**src/rtl/msj_ctrl_pkg.sv**
```systemverilog
// Shared types and constants for the character-message sequencing controller.
package msj_ctrl_pkg;

    localparam int MSJ_W = 8;

    localparam logic SRC_BTN  = 1'b0;
    localparam logic SRC_AUTO = 1'b1;

    typedef enum logic [2:0] {
        IDLE,
        STEP,
        WAIT,
        HOLD,
        RESTART
    } state_t;

endpackage

```
**src/rtl/msj_auto_timer.sv**
```systemverilog
// Periodic auto-advance request: one-cycle tick every AUTO_PERIOD cycles while en is high.
// Dropping en clears the count, so re-enabling restarts a full period.
module msj_auto_timer #(
    parameter int AUTO_PERIOD = 100
) (
    input  logic clk,
    input  logic rst,
    input  logic en,
    output logic tick
);

    localparam int CW = $clog2(AUTO_PERIOD);
    localparam logic [CW-1:0] CNT_LAST = CW'(AUTO_PERIOD - 1);

    logic [CW-1:0] cnt_q, cnt_d;

    always_comb begin
        cnt_d = cnt_q;
        tick  = 1'b0;
        if (!en) begin
            cnt_d = '0;
        end else if (cnt_q == CNT_LAST) begin
            cnt_d = '0;
            tick  = 1'b1;
        end else begin
            cnt_d = cnt_q + CW'(1);
        end
    end

    always_ff @(posedge clk or posedge rst) begin
        if (rst) cnt_q <= '0;
        else     cnt_q <= cnt_d;
    end

endmodule

```
**src/rtl/msj_ctrl.sv**
```systemverilog
// Arbitrates button/auto advance requests, pulses step, captures msj_f and hands it out on valid/ready.
// The auto-advance timer exists only when MSJ_AUTO_EN is defined; otherwise only the button advances.
module msj_ctrl
    import msj_ctrl_pkg::*;
#(
    parameter int MSG_LEN     = 6,
    parameter int AUTO_PERIOD = 100
) (
    input  logic             clk,
    input  logic             rst,
    input  logic             M,
    input  logic             auto_en,
    input  logic [MSJ_W-1:0] msj_f,
    input  logic             msj_ready,
    output logic             step,
    output logic             fsm_rst,
    output logic [MSJ_W-1:0] msj_out,
    output logic             msj_valid,
    output logic             msj_src,
    output logic             busy
);

    localparam int IDX_W = (MSG_LEN > 1) ? $clog2(MSG_LEN) : 1;
    localparam logic [IDX_W-1:0] IDX_LAST = IDX_W'(MSG_LEN - 1);

    state_t           state_q, state_d;
    logic [IDX_W-1:0] idx_q, idx_d;
    logic [MSJ_W-1:0] out_q, out_d;
    logic             valid_q, valid_d;
    logic             src_q, src_d;
    logic             last_q, last_d;
    logic             s1_q, s2_q, s3_q;
    logic             pend_btn_q, pend_btn_d;
    logic             pend_auto_q, pend_auto_d;
    logic             btn_req, auto_req;
    logic             grant_btn, grant_auto;

    assign btn_req = s2_q & ~s3_q;

`ifdef MSJ_AUTO_EN
    msj_auto_timer #(.AUTO_PERIOD(AUTO_PERIOD)) u_auto_timer (
        .clk  (clk),
        .rst  (rst),
        .en   (auto_en),
        .tick (auto_req)
    );
`else
    localparam int unused_auto_period = AUTO_PERIOD;
    logic unused_auto_en;
    assign unused_auto_en = auto_en;
    assign auto_req       = 1'b0;
`endif

    // A request landing on an already-set flag merges into it (one deep).
    assign pend_btn_d  = btn_req  | (pend_btn_q  & ~grant_btn);
    assign pend_auto_d = auto_req | (pend_auto_q & ~grant_auto);

    always_comb begin
        state_d    = state_q;
        idx_d      = idx_q;
        out_d      = out_q;
        valid_d    = valid_q;
        src_d      = src_q;
        last_d     = last_q;
        grant_btn  = 1'b0;
        grant_auto = 1'b0;
        case (state_q)
            IDLE: begin
                // On a tie, serve whichever source lost the previous grant.
                if (pend_btn_q && (!pend_auto_q || last_q == SRC_AUTO)) begin
                    grant_btn = 1'b1;
                    src_d     = SRC_BTN;
                    last_d    = SRC_BTN;
                    state_d   = STEP;
                end else if (pend_auto_q) begin
                    grant_auto = 1'b1;
                    src_d      = SRC_AUTO;
                    last_d     = SRC_AUTO;
                    state_d    = STEP;
                end
            end
            STEP: state_d = WAIT;
            WAIT: begin
                out_d   = msj_f;
                valid_d = 1'b1;
                state_d = HOLD;
            end
            HOLD: begin
                if (msj_ready) begin
                    valid_d = 1'b0;
                    if (idx_q == IDX_LAST) begin
                        idx_d   = '0;
                        state_d = RESTART;
                    end else begin
                        idx_d   = idx_q + IDX_W'(1);
                        state_d = IDLE;
                    end
                end
            end
            RESTART: state_d = IDLE;
            default: state_d = IDLE;
        endcase
    end

    always_ff @(posedge clk or posedge rst) begin
        if (rst) begin
            state_q     <= IDLE;
            idx_q       <= '0;
            out_q       <= '0;
            valid_q     <= 1'b0;
            src_q       <= SRC_BTN;
            last_q      <= SRC_AUTO;
            s1_q        <= 1'b0;
            s2_q        <= 1'b0;
            s3_q        <= 1'b0;
            pend_btn_q  <= 1'b0;
            pend_auto_q <= 1'b0;
        end else begin
            state_q     <= state_d;
            idx_q       <= idx_d;
            out_q       <= out_d;
            valid_q     <= valid_d;
            src_q       <= src_d;
            last_q      <= last_d;
            s1_q        <= M;
            s2_q        <= s1_q;
            s3_q        <= s2_q;
            pend_btn_q  <= pend_btn_d;
            pend_auto_q <= pend_auto_d;
        end
    end

    assign step      = (state_q == STEP);
    assign fsm_rst   = (state_q == RESTART);
    assign busy      = (state_q != IDLE);
    assign msj_out   = out_q;
    assign msj_valid = valid_q;
    assign msj_src   = src_q;

endmodule

```
**config.mk**
```make
export PLATFORM = sky130hd
export DESIGN_NAME = msj_ctrl
export DESIGN_NICKNAME = d
export VERILOG_FILES = /design/src/rtl/msj_ctrl_pkg.sv /design/src/rtl/msj_auto_timer.sv /design/src/rtl/msj_ctrl.sv
export SDC_FILE = /design/constraint.sdc
export NUM_CORES = 1
export LEC_CHECK = 0
export CAP_MARGIN = 20
export CORE_UTILIZATION = 45
export DETAILED_ROUTE_END_ITERATION = 10
export GPL_TIMING_DRIVEN = 0
export PLACE_DENSITY = 0.87
export SLEW_MARGIN = 20
export SYNTH_ARGS = -nofsm -noshare
export SYNTH_HDL_FRONTEND = slang
export SYNTH_SLANG_ARGS = --single-unit
```
**constraint.sdc**
```tcl
create_clock -name clk -period 1.9 [get_ports clk]
set_clock_uncertainty 0.1 [all_clocks]
set_input_delay 0.38 -clock clk [delete_from_list [all_inputs] [get_ports clk]]
set_output_delay 0.38 -clock clk [all_outputs]
set_load 0.02 [all_outputs]
```
==> impl_metrics.env <==
export IMPL_outcome="finished clean"
export IMPL_syn_nets=78
export IMPL_avgSynthCellArea_um2=13.76
export IMPL_worstPathRequired_ns=1.42
export IMPL_relSlewSlack_pct=45.89
export IMPL_yosysUniqueCellTypes=24
export IMPL_cts_tree="built"
export IMPL_ir_worst_vdd_uv=1035
export IMPL_vias=602
export IMPL_cts_max_path_buffers=2
export IMPL_fillCellCount=141
export IMPL_drcViolationCount=0
export IMPL_finalCritPeriodShare_pct=96.51
export IMPL_io_pin_count=26
export IMPL_cp_arrival_ns=1.35
export IMPL_dieWidth_um=46.59
export IMPL_cts_htree_levels=1
export IMPL_design_final_nets=110
export IMPL_clkLatencyLatePin_ns=0.30
export IMPL_final_layout_size_suffix_gt1_share_pct=30.21
export IMPL_power_density_mw_per_mm2=1545
export IMPL_max_freq_ghz=0.5453
export IMPL_reg2reg_slack_ns=0.14
export IMPL_synth_seq_cells=22
export IMPL_die_height_um=46.59
export IMPL_synth_top_area_share_pct=58.74
export IMPL_track_usage_pct=18.30
export IMPL_crit_path_start_kind="flip-flop"
export IMPL_slew_viol_final=0
export IMPL_synth_common_cells="dfrtp_1 (21), mux2_2 (10), inv_1 (4), nor2b_1 (4), o21ai_0 (3)"
export IMPL_worstMarginPinSlew_ns=0.8107
export IMPL_whs_ns=0.2777
export IMPL_vias_per_cell=4.975
export IMPL_crit_fanout=7
export IMPL_p_leak_nw=0.5237
export IMPL_crit_cells=4
export IMPL_timing_rr_end="msj_out[2]"
export IMPL_crit_path_end_kind="output pin"
export IMPL_grt_pass1_wl_mm=2.628
export IMPL_std_cell_rows=15
export IMPL_yosys_top_cells_area="dfrtp_1 (59%), mux2_2 (13%), dfstp_2 (2.9%), nor2b_1 (2.8%), nand4_4 (2.4%)"
export IMPL_area_growth_pct=36.92
export IMPL_grt_pass1_vias=610
export IMPL_synth_ff_type="dfrtp_1"
export IMPL_critical_path_top_delay_family="flip-flops"
export IMPL_reg2reg_depth=4
export IMPL_wl_per_cell_um=12.95
export IMPL_synth_edff_count=0
export IMPL_setup_viol=0
export IMPL_drt_antenna_violating_nets=0
export IMPL_gr_total_overflow=0
export IMPL_hold_viol=0
export IMPL_wl_mm=1.567
export IMPL_drt_initial_drc_count=0
export IMPL_finalCriticalPeriod_ns=1.834
export IMPL_synth_warnings=0
export IMPL_io_buffers=24
export IMPL_syn_inst=65
export IMPL_dieArea_mm2=0.002170
export IMPL_hp_class="flip-flop to flip-flop"
export IMPL_crit_path_top_delay_cell="dfrtp_1"
export IMPL_yosysMostFrequentCell="dfrtp_1"
export IMPL_cts_buffers=3
export IMPL_crit_chain="buf_6 > and2b_2 > nor2b_2 > buf_4"
export IMPL_reg2reg_from="state_q[2]"
export IMPL_synth_yosys_seq_area_share_pct=61.68
export IMPL_cap_violations=0
export IMPL_clk_pin_slew_ns=0.12
export IMPL_synthArstFlopShare_pct=100.0
export IMPL_diodes=0
export IMPL_clkSinkCount=22
export IMPL_gp_congestion=0.7288
export IMPL_multi_input_area_um2=320.3
export IMPL_regArea_um2=553.0
export IMPL_holdBufCountCts=0
export IMPL_endpoint="step"
export IMPL_hpwl_mm=1.173
export IMPL_clockRootBuffer="clkbuf_4"
export IMPL_syn_cell_area_um2=894.6
export IMPL_start_util_pct=49.65
export IMPL_core_area_mm2=0.001802
export IMPL_critPathKind="flip-flop to output pin"
export IMPL_drt_pass1_iterations=1
export IMPL_grt_start_max_net_pins=23
export IMPL_fin_tns_setup_ns=0
export IMPL_synth_top_area_cell="dfrtp_1"
export IMPL_slowest_delay_ns=0.39
export IMPL_cp_startpoint="state_q[0]"
export IMPL_grt_antenna_before_repair=0
export IMPL_crit_buf_inv=2
-- cells by family after synthesis --
family / synth area share, %
DFF: 61.68
and+or+nand+nor: 14.54
muxes: 12.59
AOI/OAI and AO/OA: 6.714
buffers and inverters: 3.495
xor gates and xnor gates: 0.9792
-- worst reg2reg max path: stages, from the launching register on --
cell     delay (ns)
dfrtp_2        0.47
buf_4          0.15
buf_4          0.13
nor3b_4        0.42
mux2_2         0.39
-- registers in the layout, indices dropped and copies added (netlist names) --
name         count
s1_q             1
pend_auto_q      1
pend_btn_q       1
msj_valid        1
state_q          3
idx_q            3
msj_out          8
s3_q             1
last_q           1
msj_src          1
s2_q             1
-- cell usage in the layout (no fill, tap or decap), drive strengths merged, types with 2 or more instances in the layout --
cell type / Yosys / layout
nand2: 2 / 2
buf: 2 / 8
dfrtp: 21 / 21
a22o: 2 / 2
nor2b: 4 / 4
clkbuf: 0 / 4
nor3: 2 / 2
mux2: 10 / 10
nor2: 2 / 2
o21ai: 3 / 3
nor3b: 3 / 3
clkdlybuf4s50: 0 / 21
inv: 4 / 4
-- report_power, final --
part,total [W],switching (W),leakage (nW),internal (W)
clock,0.000252,0.000135,0.0210,0.000117
sequential,0.000737,0.000103,0.259,0.000634
combinational,0.000903,0.000419,0.243,0.000484
total,0.00189,0.000657,0.524,0.00123
-- area by class of cell --
type                    instances  area share, %
inverters                       4          1.226
flip-flops and latches         22          45.15
repair buffers                 27          20.43
well taps                      25          2.554
plain buffers                   2          1.532
multi-input cells              37          26.15
clock buffers                   4          2.962
-- what timing repair did --
action | in CTS | in global routing
resized for setup | 14 | 4
pin swaps | 0 | 1
setup endpoints to repair | 3 | 2
setup buffers | 2 | 1
hold endpoints to repair | 0 | 0
-- stage by stage --
step	area, um^2	power, W	instances	setup slack (ns)	util, %
2_1_floorplan	894.6	0.001294	65	0.3548	-
3_3_place_gp	1166	0.001594	114	-0.03591	64.72
3_5_place_dp	1166	0.001630	114	-0.07315	64.72
4_1_cts	1225	0.001898	120	0.02194	67.99
5_1_grt	1225	0.002007	121	-0.001024	67.99
6_report	1225	0.001892	121	0.06630	67.99
-- routing by layer --
metal  GRT usage, %  up-vias  wire (um)
li1               -      284          -
met1          22.14      291        645
met2          27.50       23        763
met3          7.059        4        121
met4          10.59        0         36
met5              0        -          0
-- how the worst min path moves through the flow --
stage,start,end,slack [ns],cells after the start
after floorplan,s1_q,s2_q,0.23,0
after global placement,s1_q,s2_q,0.23,0
after detailed placement,s1_q,s2_q,0.26,0
after CTS,s1_q,s2_q,0.28,0
after global routing,s1_q,s2_q,0.30,0
final,s1_q,s2_q,0.28,0
(Power assumes the default switching activity.)
